--- config.mk ---
export PLATFORM = sky130hd
export DESIGN_NAME = i2c_req_arbiter
export DESIGN_NICKNAME = d
export VERILOG_FILES = /design/src/rtl/i2c_arb_pkg.sv /design/src/rtl/i2c_req_arbiter_rr_pick.sv /design/src/rtl/i2c_req_arbiter.sv
export SDC_FILE = /design/constraint.sdc
export NUM_CORES = 1
export LEC_CHECK = 0
export ABC_AREA = 1
export CAP_MARGIN = 20
export CELL_PAD_IN_SITES_DETAIL_PLACEMENT = 0
export CELL_PAD_IN_SITES_GLOBAL_PLACEMENT = 1
export CORE_MARGIN = 3
export CORE_UTILIZATION = 35
export CTS_BUF_LIST = sky130_fd_sc_hd__clkbuf_2 sky130_fd_sc_hd__clkbuf_4 sky130_fd_sc_hd__clkbuf_8
export DETAILED_ROUTE_END_ITERATION = 12
export GPL_TIMING_DRIVEN = 0
export HOLD_SLACK_MARGIN = 0.05
export PLACE_DENSITY = 0.94
export REMOVE_ABC_BUFFERS = 1
export SLEW_MARGIN = 20
export SYNTH_ARGS = -nofsm -noshare
export SYNTH_HDL_FRONTEND = slang
export SYNTH_SLANG_ARGS = --single-unit
--- constraint.sdc ---
create_clock -name clk -period 5.86 [get_ports clk]
set_clock_uncertainty 0.2 [all_clocks]
set_input_delay 1.172 -clock clk [delete_from_list [all_inputs] [get_ports clk]]
set_output_delay 1.172 -clock clk [all_outputs]
set_load 0.1 [all_outputs]
--- src/rtl/i2c_arb_pkg.sv ---
`default_nettype none
// ============================================================================
//  Module      : i2c_arb_pkg
//  Description : Shared definitions for the i2c_master request arbiter:
//                FSM state encoding, payload widths and the timeout counter
//                width helper.
//  Revision    : 1.0 - initial release
// ============================================================================
package i2c_arb_pkg;

    localparam int ADDR_W = 7;
    localparam int DATA_W = 8;

    typedef enum logic [2:0] {
        ST_IDLE      = 3'd0,
        ST_LAUNCH    = 3'd1,
        ST_WAIT_BUSY = 3'd2,
        ST_WAIT_DONE = 3'd3,
        ST_FINISH    = 3'd4
    } arb_state_t;

    // Width able to hold the larger of the two timeout limits.
    function automatic int cnt_width(input int a, input int b);
        int m;
        m = (a > b) ? a : b;
        return $clog2(m + 1);
    endfunction

endpackage
`default_nettype wire

--- src/rtl/i2c_req_arbiter_rr_pick.sv ---
`default_nettype none
// ============================================================================
//  Module      : rr_pick
//  Description : Combinational round-robin selector. Returns the first set
//                request bit at or after ptr, wrapping NUM_REQ-1 -> 0.
//  Ports       : req     - request vector
//                ptr     - round-robin start position
//                win_oh  - one-hot winner (zero when no request)
//                win_idx - winner index (zero when no request)
//  Revision    : 1.0 - initial release
// ============================================================================
module rr_pick #(
    parameter int NUM_REQ = 4,
    parameter int IDX_W   = 2
) (
    input  logic [NUM_REQ-1:0] req,
    input  logic [IDX_W-1:0]   ptr,
    output logic [NUM_REQ-1:0] win_oh,
    output logic [IDX_W-1:0]   win_idx
);

    logic [IDX_W:0]   w_sum;
    logic [IDX_W-1:0] w_pos;

    // Scan from the farthest offset down to offset 0 so the nearest set bit
    // to ptr is the last one written and therefore wins.
    always_comb begin
        win_oh  = '0;
        win_idx = '0;
        w_sum   = '0;
        w_pos   = '0;
        for (int k = NUM_REQ - 1; k >= 0; k--) begin
            w_sum = {1'b0, ptr} + (IDX_W + 1)'(k);
            if (w_sum >= (IDX_W + 1)'(NUM_REQ)) begin
                w_sum = w_sum - (IDX_W + 1)'(NUM_REQ);
            end
            w_pos = w_sum[IDX_W-1:0];
            if (req[w_pos]) begin
                win_oh        = '0;
                win_oh[w_pos] = 1'b1;
                win_idx       = w_pos;
            end
        end
    end

endmodule
`default_nettype wire

--- src/rtl/i2c_req_arbiter.sv ---
`default_nettype none
// ============================================================================
//  Module      : i2c_req_arbiter
//  Description : Round-robin scheduler sharing one i2c_master write engine
//                among NUM_REQ requesters. Latches the winner's address and
//                data, pulses m_start, tracks m_busy with start/transaction
//                timeouts and returns a one-cycle done or err pulse.
//  Ports       : clk, rst_n (sync, active-low)
//                req / req_addr / req_data  - client requests and payloads
//                gnt / done / err           - one-hot client responses
//                m_start / m_slave_addr / m_data_byte / m_busy - master side
//  Revision    : 1.0 - initial release
// ============================================================================
module i2c_req_arbiter
    import i2c_arb_pkg::*;
#(
    parameter int NUM_REQ       = 4,
    parameter int START_TIMEOUT = 16,
    parameter int TXN_TIMEOUT   = 4096
) (
    input  logic                      clk,
    input  logic                      rst_n,
    input  logic [NUM_REQ-1:0]        req,
    input  logic [NUM_REQ*ADDR_W-1:0] req_addr,
    input  logic [NUM_REQ*DATA_W-1:0] req_data,
    output logic [NUM_REQ-1:0]        gnt,
    output logic [NUM_REQ-1:0]        done,
    output logic [NUM_REQ-1:0]        err,
    output logic                      m_start,
    output logic [ADDR_W-1:0]         m_slave_addr,
    output logic [DATA_W-1:0]         m_data_byte,
    input  logic                      m_busy
);

    localparam int c_idx_w = $clog2(NUM_REQ);
    localparam int c_cnt_w = cnt_width(START_TIMEOUT, TXN_TIMEOUT);

    // A wait state lasts exactly LIMIT cycles: the counter starts at 0 on
    // entry and the abort is taken on the edge where it holds LIMIT-1.
    localparam logic [c_cnt_w-1:0] c_start_lim = c_cnt_w'(START_TIMEOUT - 1);
    localparam logic [c_cnt_w-1:0] c_txn_lim   = c_cnt_w'(TXN_TIMEOUT - 1);

    arb_state_t           r_state;
    arb_state_t           w_state_nxt;
    logic                 w_fail;
    logic                 r_fail;
    logic [c_cnt_w-1:0]   r_cnt;
    logic [c_idx_w-1:0]   r_ptr;
    logic [NUM_REQ-1:0]   r_win_oh;
    logic [NUM_REQ-1:0]   w_pick_oh;
    logic [c_idx_w-1:0]   w_pick_idx;
    logic                 w_launch;
    logic                 w_in_txn;

    rr_pick #(
        .NUM_REQ (NUM_REQ),
        .IDX_W   (c_idx_w)
    ) u_rr_pick (
        .req     (req),
        .ptr     (r_ptr),
        .win_oh  (w_pick_oh),
        .win_idx (w_pick_idx)
    );

    always_ff @(posedge clk) begin
        if (!rst_n) begin
            r_state <= ST_IDLE;
        end else begin
            r_state <= w_state_nxt;
        end
    end

    always_comb begin
        w_state_nxt = r_state;
        w_fail      = 1'b0;
        case (r_state)
            ST_IDLE: begin
                // Busy while idle means the master is doing someone else's
                // work (or is stuck); never launch on top of it.
                if ((|req) && !m_busy) begin
                    w_state_nxt = ST_LAUNCH;
                end
            end
            ST_LAUNCH: begin
                w_state_nxt = ST_WAIT_BUSY;
            end
            ST_WAIT_BUSY: begin
                if (m_busy) begin
                    w_state_nxt = ST_WAIT_DONE;
                end else if (r_cnt >= c_start_lim) begin
                    w_state_nxt = ST_FINISH;
                    w_fail      = 1'b1;
                end
            end
            ST_WAIT_DONE: begin
                if (!m_busy) begin
                    w_state_nxt = ST_FINISH;
                end else if (r_cnt >= c_txn_lim) begin
                    w_state_nxt = ST_FINISH;
                    w_fail      = 1'b1;
                end
            end
            ST_FINISH: begin
                w_state_nxt = ST_IDLE;
            end
            default: begin
                w_state_nxt = ST_IDLE;
            end
        endcase
    end

    assign w_launch = (r_state == ST_IDLE) && (w_state_nxt == ST_LAUNCH);

    // Counter runs only while remaining in the same state; any transition
    // restarts it, which covers both the LAUNCH and WAIT_BUSY exits.
    always_ff @(posedge clk) begin
        if (!rst_n) begin
            r_cnt <= '0;
        end else if (w_state_nxt != r_state) begin
            r_cnt <= '0;
        end else if (r_cnt != {c_cnt_w{1'b1}}) begin
            r_cnt <= r_cnt + c_cnt_w'(1);
        end
    end

    always_ff @(posedge clk) begin
        if (!rst_n) begin
            r_ptr        <= '0;
            r_win_oh     <= '0;
            r_fail       <= 1'b0;
            m_slave_addr <= '0;
            m_data_byte  <= '0;
        end else begin
            if (w_launch) begin
                r_win_oh     <= w_pick_oh;
                m_slave_addr <= req_addr[w_pick_idx*ADDR_W +: ADDR_W];
                m_data_byte  <= req_data[w_pick_idx*DATA_W +: DATA_W];
                r_ptr        <= (w_pick_idx == c_idx_w'(NUM_REQ - 1)) ?
                                '0 : w_pick_idx + 1'b1;
            end
            if (w_state_nxt == ST_FINISH && r_state != ST_FINISH) begin
                r_fail <= w_fail;
            end
        end
    end

    // All client/master strobes decode from the registered state, so they
    // are glitch-free and clear together on reset.
    assign w_in_txn = (r_state == ST_LAUNCH) || (r_state == ST_WAIT_BUSY) ||
                      (r_state == ST_WAIT_DONE);
    assign m_start  = (r_state == ST_LAUNCH);
    assign gnt      = w_in_txn ? r_win_oh : '0;
    assign done     = ((r_state == ST_FINISH) && !r_fail) ? r_win_oh : '0;
    assign err      = ((r_state == ST_FINISH) &&  r_fail) ? r_win_oh : '0;

endmodule
`default_nettype wire

==> results of run 1 <==
[critical path: cells and delay by family]
kind                   cells  cell delay (ns)
buffers and inverters      3             1.70
AND/OR/NAND/NOR            3             0.39
AO/OA/AOI/OAI              2             0.23
[layer usage]
metal	global-route usage, %	routed length [um]	share of wire (%)	up-vias
met5	0	0	0	-
met4	5.57	149	2.0	0
met3	3.86	597	7.8	12
met2	27.6	3650	48	105
met1	17.5	3210	42	1378
li1	-	-	-	1633
[cell usage after synthesis, types with 9 or more instances]
| cell | number | share of area (%) |
|---|---|---|
| sky130_fd_sc_hd__o21ai_0 | 10 | 1.7 |
| sky130_fd_sc_hd__dfxtp_1 | 38 | 26 |
| sky130_fd_sc_hd__inv_1 | 90 | 11 |
| sky130_fd_sc_hd__nand2_1 | 95 | 12 |
| sky130_fd_sc_hd__nor2_1 | 43 | 5.4 |
| sky130_fd_sc_hd__a21oi_1 | 9 | 1.5 |
| sky130_fd_sc_hd__ha_1 | 9 | 3.8 |
| sky130_fd_sc_hd__o21a_1 | 15 | 3.8 |
| sky130_fd_sc_hd__nand2_2 | 10 | 2.1 |
| sky130_fd_sc_hd__xor2_1 | 9 | 2.6 |
| sky130_fd_sc_hd__nand3b_1 | 16 | 4.0 |
| sky130_fd_sc_hd__nand3_1 | 74 | 12 |
[power by group]
part / total, W / leakage (nW) / internal, W / switching, W
Combinational: 0.000647 / 1.56 / 0.000204 / 0.000443
Sequential: 0.000308 / 0.311 / 0.000286 / 0.0000217
Clock: 0.000278 / 0.0714 / 0.000182 / 0.0000969
Total: 0.00123 / 1.94 / 0.000672 / 0.000562
[flip-flops by register name (all words and copies together) (netlist names)]
name	flops
m_data_byte	8
m_slave_addr	7
r_ptr	2
r_cnt	13
r_fail	1
r_state	3
r_win_oh	4
[area by class of cell]
| class | count | area share (%) |
|---|---|---|
| multi-input cells | 319 | 42.2 |
| repair buffers | 94 | 23.2 |
| flip-flops and latches | 38 | 18.8 |
| inverters | 96 | 9.02 |
| well taps | 105 | 3.24 |
| clock buffers | 6 | 2.04 |
| clock inverters | 2 | 1.48 |
[kinds of logic after synthesis]
group / after synthesis / share of synthesized area (%)
adders and majority gates: 9 / 3.78
AOI/OAI and AO/OA: 36 / 7.44
xor gates and xnor gates: 11 / 3.24
DFF: 38 / 25.6
and+or+nand+nor: 263 / 42.9
buffers and inverters: 115 / 17.0
[metrics by stage]
step | setup slack (ns) | hold WS (ns) | instances | util [%]
after floorplan | 1.61 | 0.271 | 453 | -
after global placement | 1.03 | 0.307 | 652 | 47.5
after detailed placement | 0.970 | 0.317 | 652 | 47.5
after CTS | 0.966 | 0.335 | 660 | 49.3
after global routing | 0.802 | 0.364 | 660 | 49.3
final | 0.982 | 0.337 | 660 | 49.3
[worst paths after layout]
| path | endpoint |
|---|---|
| max reg2reg | m_slave_addr[5] |
| min reg2reg | r_fail |
| min | r_fail |
| max | m_start |
==> results_tabular.tex, run 1 <==
\begin{tabular}{lr}
\hline
Metric & Value \\
\hline
\multicolumn{2}{l}{\textbf{Clocking}} \\
\quad Buffer type at the clock tree root & sky130\_fd\_sc\_hd\_\_clkbuf\_8 \\
\quad Clock latency on the worst-skew pair & just under 0.3 ns \\
\quad Post-CTS Repair Setup Buffers & 0 \\
\quad Sinks on the clock net & 38 \\
\quad Clk slew on worst S/H paths & around 0.07 ns \\
\quad Deepest level of the CTS H-tree & 2 \\
\quad CTS Hold Bufs & 0 \\
\quad Number of clock buffers inserted by TritonCTS & 5 \\
\quad Clock Path Buffers & 2 \\
\quad Post-cts sizing count & 0 \\
\quad CTS tree & done \\
\multicolumn{2}{l}{\textbf{Placement}} \\
\quad Total cell area at the placement stage & 3910 um\^{}2 \\
\quad Final estimated routing congestion in global placement & just under 0.8 \\
\quad Placed wire-length estimate & 5590 um \\
\quad Port Buffer Count & 94 \\
\multicolumn{2}{l}{\textbf{Logic synthesis}} \\
\quad Ys async rst share & 0\% \\
\quad Prevailing post-synth register cell & sky130\_fd\_sc\_hd\_\_dfxtp\_1 \\
\quad Number of register bits inferred by synthesis & 38 \\
\quad Synth unique cells & 28 \\
\quad Number of instances in the synthesized netlist & about 470 \\
\quad Synthesized cell area & between 2000 and 3000 um\^{}2 \\
\quad Synthesis warning total & 0 \\
\quad Sequential element share of the synthesized area & 25.6\% \\
\quad Syn avg cell area & 6.30 um\^{}2 \\
\quad Number of enable flip-flop cells after synthesis & 0 \\
\multicolumn{2}{l}{\textbf{Floorplanning}} \\
\quad DIE WIDTH & 98.2 um \\
\quad Floorplan die area & 9640 um\^{}2 \\
\quad Die Ht & 98.2 um \\
\quad Core Footprint & 8220 um\^{}2 \\
\quad Starting density of the core & 36.2\% \\
\quad Boundary Pins & 95 \\
\quad Cell Rows & 33 \\
\multicolumn{2}{l}{\textbf{Worst setup path}} \\
\quad Cell with the largest stage delay on the worst path & sky130\_fd\_sc\_hd\_\_clkdlybuf4s50\_1 \\
\quad Required time worst endpoint & $\sim$4.5 ns \\
\quad R2r startpoint & r\_ptr[0] \\
\quad Worst Setup End Kind & output port \\
\quad Worst Path Arrival & between 3 and 4 ns \\
\quad Crit path launch & m\_busy \\
\quad Critical path startpoint category & input port \\
\quad Worst Path Class, Setup & in -> out \\
\quad Cell breakdown of the critical path & clkdlybuf4s50\_1 -> inv\_1 -> nor2\_1 -> nand2\_1 -> o21ai\_0 -> o21ai\_0 -> nor2\_1 -> clkdlybuf4s50\_1 \\
\quad Largest stage delay on the critical path & approximately 1.1 ns \\
\quad Worst r2r path cells & 14 \\
\quad Minimum setup slack among reg-to-reg paths & 2.65 ns \\
\quad Biggest fanout along the worst timing path & 4 \\
\multicolumn{2}{l}{\textbf{Min path}} \\
\quad Start point of the worst hold path & r\_fail \\
\quad Number of instances on the worst hold path & 2 \\
\quad Kind of path behind the tightest hold check & reg -> reg \\
\multicolumn{2}{l}{\textbf{Timing}} \\
\quad Period Utilization, post-route & a little over four fifths \\
\quad Hold Fails Final Rpt & 0 \\
\quad Unrepaired setup endpoints after global routing & false \\
\quad Count of final setup violators & 0 \\
\quad Slew Viols, Final & 0 \\
\quad Max-Slew Margin vs Limit & roughly 34\% \\
\quad Maximum clock rate & about 200 MHz \\
\quad Slew of the pin with the lowest slew margin & 0.994 ns \\
\quad Sum of negative setup slack & 0 ns \\
\quad Shortest clock period the worst path allows after layout & 4.88 ns \\
\multicolumn{2}{l}{\textbf{Finish}} \\
\quad Antenna diode count & 0 \\
\quad Area of the multi-input gates & 1710 um\^{}2 \\
\quad Most common cell after layout, fill and taps aside & sky130\_fd\_sc\_hd\_\_nand2\_1 \\
\quad Layout Area Growth over Synthesis & 36.1\% \\
\quad Total Nets Final & 630 \\
\quad Most frequent cells in the layout & sky130\_fd\_sc\_hd\_\_nand2\_1 (95), sky130\_fd\_sc\_hd\_\_clkdlybuf4s50\_1 (94), sky130\_fd\_sc\_hd\_\_inv\_1 (89) \\
\quad Share of layout cells above drive strength 1 & 6.85\% \\
\quad Post-Layout Inst Area & 4050 um\^{}2 \\
\quad Fill cell total of the finished layout & 841 \\
\quad Seq. cell area & 761 um\^{}2 \\
\multicolumn{2}{l}{\textbf{Detailed routing}} \\
\quad DRC violation count after routing & 0 \\
\quad Length of the first detailed-routing pass in iterations & 4 \\
\quad Routed wire length per instance & roughly 12 um \\
\quad Number of design-rule violations left by the first detailed-router iteration & 110 \\
\quad Antenna-violating nets left & 0 \\
\quad Routed vias & $\sim$3,100 \\
\quad Vias/cell & 4.74 \\
\quad Detailed Route WL & 7610 um \\
\multicolumn{2}{l}{\textbf{Global routing}} \\
\quad Pin count of the biggest net entering global routing & 40 \\
\quad First-pass GRT wire length & 12,500 um \\
\quad Initial antenna violation count & 0 \\
\quad Overall track demand over capacity in global routing & $\sim$15\% \\
\quad Overflow left after global routing & 0 \\
\quad Vias in the first global route & 2,878 \\
\multicolumn{2}{l}{\textbf{Flow run}} \\
\quad Number of max-cap violations & 0 \\
\multicolumn{2}{l}{\textbf{Power and ir drop}} \\
\quad Power density over the cells & 305 nW/um\^{}2 \\
\quad Lkg Pwr & roughly 1.9 nW \\
\quad PnR Total Power & 0.00123 W \\
\quad VDD IR-drop max & around 0.19 mV \\
\multicolumn{2}{l}{\textbf{Run status}} \\
\quad Outcome & finished clean \\
\hline
\end{tabular}
Note: power is estimated with default switching activity, not from simulation.
==> inputs of run 2 (changes only) <==
Settings changed: CORE_UTILIZATION 35 to 29, PLACE_DENSITY 0.94 to 0.84.
Clock period 5.86 ns to 4 ns, I/O delays scaled along.
==> run 2 against run 1 <==
Critical path depth stayed put. Wire length is 6.9% higher. Sequential share of layout area hardly changed. Clock-buffer cell count is 1 higher. Hold slack worse by 0.012 ns. Utilization is 8.2 points lower. Combinational power is 48% higher. Flip-flop and latch count stayed put. Cell count is 4.2% higher. Critical path type unchanged. Critical endpoint unchanged. Largest cell class unchanged. Largest power group unchanged. Highest routed layer unchanged.
==> results_tabular.tex, run 2 (synthesized netlist as in run 1, its figures left out) <==
\begin{tabular}{lr}
\hline
Metric & Value \\
\hline
\multicolumn{2}{l}{\textbf{Worst setup path}} \\
\quad Cell with the largest stage delay on the worst path & sky130\_fd\_sc\_hd\_\_dlygate4sd2\_1 \\
\quad Worst Setup End Kind & output port \\
\quad Largest stage delay on the critical path & 0.86 ns (-0.28 ns) \\
\quad Required time worst endpoint & 3.00 ns (-1.49 ns) \\
\quad Cell breakdown of the critical path & clkdlybuf4s50\_1 -> inv\_1 -> nor2\_1 -> nand2\_1 -> o21ai\_0 -> o21ai\_0 -> nor2\_1 -> dlygate4sd2\_1 \\
\quad Dominant delay contributor by cell family on the critical path & buffers and inverters \\
\quad Worst Path Arrival & 2.82 ns (-0.69 ns) \\
\quad Biggest fanout along the worst timing path & 4 (unchanged) \\
\quad Critical path startpoint category & input port \\
\quad Buf/Inv on CP & 3 (unchanged) \\
\quad Worst Path Class, Setup & in -> out \\
\multicolumn{2}{l}{\textbf{Floorplanning}} \\
\quad Starting density of the core & 30.2\% (-6.0 points) \\
\quad Floorplan die area & 11,500 um\^{}2 (+19\%) \\
\quad Cell Rows & 36 (+9.1\%) \\
\quad Core Footprint & 9860 um\^{}2 (+20\%) \\
\quad DIE WIDTH & 107 um (+9.3\%) \\
\quad Die Ht & 107 um (+9.3\%) \\
\quad Boundary Pins & 95 (unchanged) \\
\multicolumn{2}{l}{\textbf{Placement}} \\
\quad Placed wire-length estimate & 5890 um (+5.3\%) \\
\quad Final estimated routing congestion in global placement & 0.901 (+16\%) \\
\quad Total instance count after detailed placement & 680 (+4.3\%) \\
\quad Port Buffer Count & 94 (unchanged) \\
\quad Worst slack, placed & -0.0894 ns (-1.06 ns) \\
\quad Total cell area at the placement stage & 3940 um\^{}2 (+0.90\%) \\
\multicolumn{2}{l}{\textbf{Finish}} \\
\quad Fill cell total of the finished layout & 1,016 (+21\%) \\
\quad Finished Core Util & 41.1\% (-8.2 points) \\
\quad Non-Filler Instances & 688 (+4.2\%) \\
\quad Most common cell after layout, fill and taps aside & sky130\_fd\_sc\_hd\_\_nand2\_1 \\
\quad Seq. cell area & 761 um\^{}2 (unchanged) \\
\quad Post-Layout Inst Area & 4050 um\^{}2 (+0.12\%) \\
\quad Antenna diode count & 0 (unchanged) \\
\quad Area of the multi-input gates & 1710 um\^{}2 (unchanged) \\
\quad Total Nets Final & 630 (unchanged) \\
\quad Most frequent cells in the layout & sky130\_fd\_sc\_hd\_\_nand2\_1 (95), sky130\_fd\_sc\_hd\_\_clkdlybuf4s50\_1 (93), sky130\_fd\_sc\_hd\_\_inv\_1 (89) \\
\quad Layout Area Growth over Synthesis & 36.2\% \\
\quad Max reg flops & 13 (unchanged) \\
\quad Biggest regs & r\_cnt (13), m\_data\_byte (8), m\_slave\_addr (7) \\
\quad Biggest register & r\_cnt \\
\quad Share of layout cells above drive strength 1 & 6.85\% (unchanged) \\
\multicolumn{2}{l}{\textbf{Clocking}} \\
\quad Deepest level of the CTS H-tree & 2 (unchanged) \\
\quad Clock Path Buffers & 2 (unchanged) \\
\quad CTS tree & done \\
\quad Clk slew on worst S/H paths & 0.08 ns (about the same) \\
\quad Post-CTS Repair Setup Buffers & 0 (unchanged) \\
\quad Buffer type at the clock tree root & sky130\_fd\_sc\_hd\_\_clkbuf\_8 \\
\quad Number of clock buffers inserted by TritonCTS & 5 (unchanged) \\
\quad Sinks on the clock net & 38 (unchanged) \\
\quad Clock latency on the worst-skew pair & 0.29 ns (about the same) \\
\multicolumn{2}{l}{\textbf{Power and ir drop}} \\
\quad Lkg Pwr & 1.93 nW (-0.46\%) \\
\quad VDD IR-drop max & 0.171 mV (-7.9\%) \\
\quad PnR Total Power & 0.00175 W (+42\%) \\
\quad Power density over the cells & 431 nW/um\^{}2 (+42\%) \\
\multicolumn{2}{l}{\textbf{Timing}} \\
\quad Slew Viols, Final & 0 (unchanged) \\
\quad Period Utilization, post-route & 95.5\% \\
\quad Post-route setup slack & 0.181 ns (-0.800 ns) \\
\quad Count of final setup violators & 0 (unchanged) \\
\quad Slew of the pin with the lowest slew margin & 0.998 ns (+0.00429 ns) \\
\quad Hold Fails Final Rpt & 0 (unchanged) \\
\quad Max-Slew Margin vs Limit & 33.2\% (-0.29 points) \\
\quad Unrepaired setup endpoints after global routing & false \\
\quad Shortest clock period the worst path allows after layout & roughly 3.8 ns \\
\quad Maximum clock rate & roughly 260 MHz \\
\multicolumn{2}{l}{\textbf{Run status}} \\
\quad Outcome & finished clean \\
\multicolumn{2}{l}{\textbf{Detailed routing}} \\
\quad Vias/cell & 4.45 (-6.0\%) \\
\quad Antenna-violating nets left & 0 (unchanged) \\
\quad Routed wire length per instance & 11.8 um (+2.6\%) \\
\quad Length of the first detailed-routing pass in iterations & 4 (unchanged) \\
\quad Detailed Route WL & 8140 um (+6.9\%) \\
\quad Number of design-rule violations left by the first detailed-router iteration & 162 (+47\%) \\
\quad DRC violation count after routing & 0 (unchanged) \\
\quad Routed vias & 3,065 (-2.0\%) \\
\multicolumn{2}{l}{\textbf{Flow run}} \\
\quad Number of max-cap violations & 0 (unchanged) \\
\multicolumn{2}{l}{\textbf{Global routing}} \\
\quad Overflow left after global routing & 0 (unchanged) \\
\quad Initial antenna violation count & 0 (unchanged) \\
\quad Vias in the first global route & 2,933 (+1.9\%) \\
\quad Pin count of the biggest net entering global routing & 40 (unchanged) \\
\quad Overall track demand over capacity in global routing & 14.5\% (-0.85 points) \\
\quad First-pass GRT wire length & 13,600 um (+8.8\%) \\
\multicolumn{2}{l}{\textbf{Min path}} \\
\quad Kind of path behind the tightest hold check & reg -> reg \\
\hline
\end{tabular}
## run 2: changes by cell type in the layout (fill, tap and decap cells not counted), sizes merged
cell / previous run / this run
clkbuf: 6 / 7
bufinv: 2 / 1
clkdlybuf4s50: 94 / 93
dlygate4sd2: 0 / 1
## run 2: metal layers
layer / GRT usage [%] / vias up / wire length (um)
met1: 17.8 / 1344 / 3700
met3: 2.88 / 9 / 439
met5: 0 / - / 0
met2: 25.2 / 81 / 3860
met4: 4.84 / 0 / 144
li1: - / 1631 / -
## run 2: power by group
group          switching (W)  internal, W  total, W
registers          0.0000330     0.000419  0.000452
clock network       0.000137     0.000200  0.000337
logic               0.000661     0.000298  0.000959
## run 2: final timing paths
check / cells after the start / endpoint / from / slack (ns)
worst max-delay path: 8 / m_start / m_busy / 0.18
worst min-delay path: 2 / r_fail / r_fail / 0.32
worst max register to register: 14 / m_data_byte[2] / r_ptr[0] / 0.72
worst min register to register: 2 / r_fail / r_fail / 0.32
## run 2: timing repair
action | in CTS | in global routing
hold buffers | 0 | 0
hold endpoints to repair | 0 | 0
endpoints found under the setup margin | 1 | 0
gates resized for setup | 1 | 0
## run 2: cell type report
class                   count  area share, %
flip-flops and latches     38           18.8
clock inverters             1          0.741
multi-input cells         319           42.1
clock buffers               7           2.07
well taps                 133           4.10
inverters                  96           9.01
repair buffers             94           23.2
## run 2: tightest hold or removal path: cells and delay by family, from the launching register on
kind             cells  cell delay, ns
flip-flops           1            0.35
AO/OA/AOI/OAI        1            0.07
AND/OR/NAND/NOR      1            0.07
## run 2: per-stage QoR
step           hold slack, ns  setup TNS, ns
2_1_floorplan           0.271              0
5_1_grt                 0.360              0
3_5_place_dp            0.306        -0.0894
3_3_place_gp            0.298        -0.0740
6_report                0.325              0
4_1_cts                 0.325              0
==> inputs of run 3 (changes only) <==
Settings changed: CORE_UTILIZATION 29 to 35, DONT_BUFFER_PORTS set to 1, PLACE_DENSITY 0.84 to 0.75.
==> run 3 against run 2 <==
Via count shrank 11%. Die area shrank 16%. Fmax grew 9.1%. Worst setup slack gained 0.32 ns. Cell area shrank 24%. Critical path type is now reg -> out. Critical endpoint unchanged. Largest power group is now sequential cells.
==> results_tabular.tex, run 3 (synthesized netlist as in run 1, its figures left out) <==
\begin{tabular}{lr}
\hline
Metric & Value \\
\hline
\multicolumn{2}{l}{\textbf{Detailed routing}} \\
\quad Vias/cell & 4.82 (+8.2\%) \\
\quad Number of design-rule violations left by the first detailed-router iteration & 76 (-53\%) \\
\quad Detailed Route WL & 6920 um (-15\%) \\
\quad DRC violation count after routing & 0 (unchanged) \\
\quad Routed vias & 2,723 (-11\%) \\
\quad Length of the first detailed-routing pass in iterations & 6 (+2) \\
\quad Antenna-violating nets left & 0 (unchanged) \\
\quad Routed wire length per instance & 12.2 um (+3.6\%) \\
\multicolumn{2}{l}{\textbf{Clocking}} \\
\quad Post-CTS Repair Setup Buffers & 0 (unchanged) \\
\quad Clk slew on worst S/H paths & 0.07 ns (about the same) \\
\quad Deepest level of the CTS H-tree & 2 (unchanged) \\
\quad Sinks on the clock net & 38 (unchanged) \\
\quad CTS Hold Bufs & 0 (unchanged) \\
\quad Clock latency on the worst-skew pair & 0.29 ns (about the same) \\
\quad Buffer type at the clock tree root & sky130\_fd\_sc\_hd\_\_clkbuf\_8 \\
\quad CTS tree & done \\
\quad Number of clock buffers inserted by TritonCTS & 5 (unchanged) \\
\quad Post-cts sizing count & 0 (-1) \\
\quad Clock Path Buffers & 2 (unchanged) \\
\multicolumn{2}{l}{\textbf{Global routing}} \\
\quad Overflow left after global routing & 0 (unchanged) \\
\quad Overall track demand over capacity in global routing & 14.7\% (+0.17 points) \\
\quad Vias in the first global route & 2,568 (-12\%) \\
\quad Initial antenna violation count & 0 (unchanged) \\
\quad First-pass GRT wire length & 11,800 um (-13\%) \\
\quad Pin count of the biggest net entering global routing & 40 (unchanged) \\
\multicolumn{2}{l}{\textbf{Power and ir drop}} \\
\quad Switching power as a share of total power & 52.1\% (+4.5 points) \\
\quad Share of total power in the clock network & 16.3\% (-3.0 points) \\
\quad Total net switching power & 0.000795 W (-4.3\%) \\
\quad Lkg Pwr & 1.55 nW (-20\%) \\
\quad Power density over the cells & 497 nW/um\^{}2 (+15\%) \\
\quad Share of power burned in registers & 42.4\% (+16 points) \\
\quad PnR Total Power & 0.00153 W (-13\%) \\
\quad Combinational Power Share & 41.3\% (-13 points) \\
\quad VDD IR-drop max & 0.192 mV (+12\%) \\
\quad Internal power & 0.000732 W (-20\%) \\
\multicolumn{2}{l}{\textbf{Worst setup path}} \\
\quad Worst Path Class, Setup & reg -> out \\
\quad End point of the critical path & m\_start \\
\quad R2r startpoint & r\_ptr[0] \\
\quad Worst Setup End Kind & output port \\
\quad Required time worst endpoint & 3.00 ns (about the same) \\
\quad Critical path startpoint category & flop \\
\quad Worst r2r path cells & 14 (unchanged) \\
\quad Crit path launch & r\_cnt[0] \\
\quad Minimum setup slack among reg-to-reg paths & 0.80 ns (+0.08 ns) \\
\quad Worst Path Arrival & 2.50 ns (-0.32 ns) \\
\quad Critical register-to-register path endpoint & m\_data\_byte[6] \\
\quad Biggest fanout along the worst timing path & 4 (unchanged) \\
\multicolumn{2}{l}{\textbf{Timing}} \\
\quad Slew of the pin with the lowest slew margin & 1.06 ns (+0.0604 ns) \\
\quad Sum of negative setup slack & 0 ns (unchanged) \\
\quad Count of final setup violators & 0 (unchanged) \\
\quad Slew Viols, Final & 0 (unchanged) \\
\quad Shortest clock period the worst path allows after layout & 3.50 ns (-0.320 ns) \\
\quad Hold Fails Final Rpt & 0 (unchanged) \\
\quad Unrepaired setup endpoints after global routing & false \\
\quad Maximum clock rate & 286 MHz (+9.1\%) \\
\quad Period Utilization, post-route & 87.5\% (-8.0 points) \\
\quad Max-Slew Margin vs Limit & 29.3\% (-3.9 points) \\
\multicolumn{2}{l}{\textbf{Finish}} \\
\quad Share of layout cells above drive strength 1 & 10.9\% (+4.0 points) \\
\quad Max reg flops & 13 (unchanged) \\
\quad Most common cell after layout, fill and taps aside & sky130\_fd\_sc\_hd\_\_nand2\_1 \\
\quad Finished Core Util & 37.4\% (-3.7 points) \\
\quad Biggest regs & r\_cnt (13), m\_data\_byte (8), m\_slave\_addr (7) \\
\quad Antenna diode count & 0 (unchanged) \\
\quad Biggest register & r\_cnt \\
\quad Layout Area Growth over Synthesis & 3.41\% \\
\quad Total Nets Final & 536 (-15\%) \\
\quad Most frequent cells in the layout & sky130\_fd\_sc\_hd\_\_nand2\_1 (95), sky130\_fd\_sc\_hd\_\_inv\_1 (89), sky130\_fd\_sc\_hd\_\_nand3\_1 (74) \\
\multicolumn{2}{l}{\textbf{Floorplanning}} \\
\quad Floorplan die area & 9640 um\^{}2 (-16\%) \\
\quad Die Ht & 98.2 um (-8.5\%) \\
\quad DIE WIDTH & 98.2 um (-8.5\%) \\
\quad Starting density of the core & 36.2\% (+6.0 points) \\
\quad Core Footprint & 8220 um\^{}2 (-17\%) \\
\quad Boundary Pins & 95 (unchanged) \\
\quad Cell Rows & 33 (-8.3\%) \\
\multicolumn{2}{l}{\textbf{Flow run}} \\
\quad Number of max-cap violations & 0 (unchanged) \\
\multicolumn{2}{l}{\textbf{Placement}} \\
\quad Port Buffer Count & 0 (-100\%) \\
\quad Final estimated routing congestion in global placement & 0.825 (-8.4\%) \\
\quad Placed wire-length estimate & 5140 um (-13\%) \\
\multicolumn{2}{l}{\textbf{Min path}} \\
\quad Kind of path behind the tightest hold check & reg -> reg \\
\multicolumn{2}{l}{\textbf{Run status}} \\
\quad Outcome & finished clean \\
\hline
\end{tabular}
[run 3: cell count changes in the layout (fill, tap and decap cells not counted), sizes merged]
| cell | change |
|---|---|
| dlygate4sd2 | -1 |
| clkinv | +2 |
| clkbuf | -2 |
| bufinv | -1 |
| clkdlybuf4s50 | -93 |
[run 3: power by group through the flow]
stage	clock network [W]	logic (W)	registers, W
floorplan	0	0.000511	0.000643
global placement	0	0.000630	0.000657
detailed placement	0	0.000641	0.000657
CTS	0.000259	0.000643	0.000649
global route	0.000274	0.000726	0.000655
finish	0.000249	0.000630	0.000648
[run 3: worst max-delay path, stage by stage (launching register included)]
cell                      delay [ns]
sky130_fd_sc_hd__dfxtp_1        0.33
sky130_fd_sc_hd__ha_1           0.21
sky130_fd_sc_hd__nand3_1        0.10
sky130_fd_sc_hd__nor2_1         0.09
sky130_fd_sc_hd__nand2_1        0.08
sky130_fd_sc_hd__nand2_1        0.07
sky130_fd_sc_hd__a21oi_2        0.18
sky130_fd_sc_hd__nand2_1        0.10
sky130_fd_sc_hd__o21ai_0        0.08
sky130_fd_sc_hd__o21ai_0        0.14
sky130_fd_sc_hd__nor2_2         0.83
[run 3: per-stage QoR]
step                      worst slack [ns]  instance area (um^2)  instances  hold WS, ns
final                                0.501                  3080        565        0.319
after detailed placement             0.764                  3000        558        0.307
after global routing                 0.333                  3080        565        0.382
after global placement               0.368                  2970        558        0.296
after floorplan                      0.496                  2830        453        0.271
after CTS                            0.492                  3080        565        0.324
[run 3: final cells by class]
type,count,area (um^2)
sequential,38,761
tap,105,131
clock buffer,5,68.8
multi-input combinational,319,1740
inverter,96,365
fill,905,5140
clock inverter,2,10.0
[run 3: metal layers]
metal  global-route usage, %  routed length (um)  share of wire, %  up-vias
met5                       0                   0                 0        -
met4                    3.15                  62              0.90        0
li1                        -                   -                 -     1446
met3                    4.71                 485               7.0        6
met1                    18.5                3360                49     1190
met2                    24.6                3010                43       81
[run 3: how the worst min path moves through the flow]
| stage | endpoint | from | cells after the start | slack, ns |
|---|---|---|---|---|
| finish | r_fail | r_fail | 2 | 0.32 |
| global route | r_fail | r_fail | 2 | 0.38 |
| CTS | r_fail | r_fail | 2 | 0.32 |
| detailed placement | r_fail | r_fail | 2 | 0.31 |
| global placement | r_fail | r_fail | 2 | 0.30 |
| floorplan | r_fail | r_fail | 2 | 0.27 |
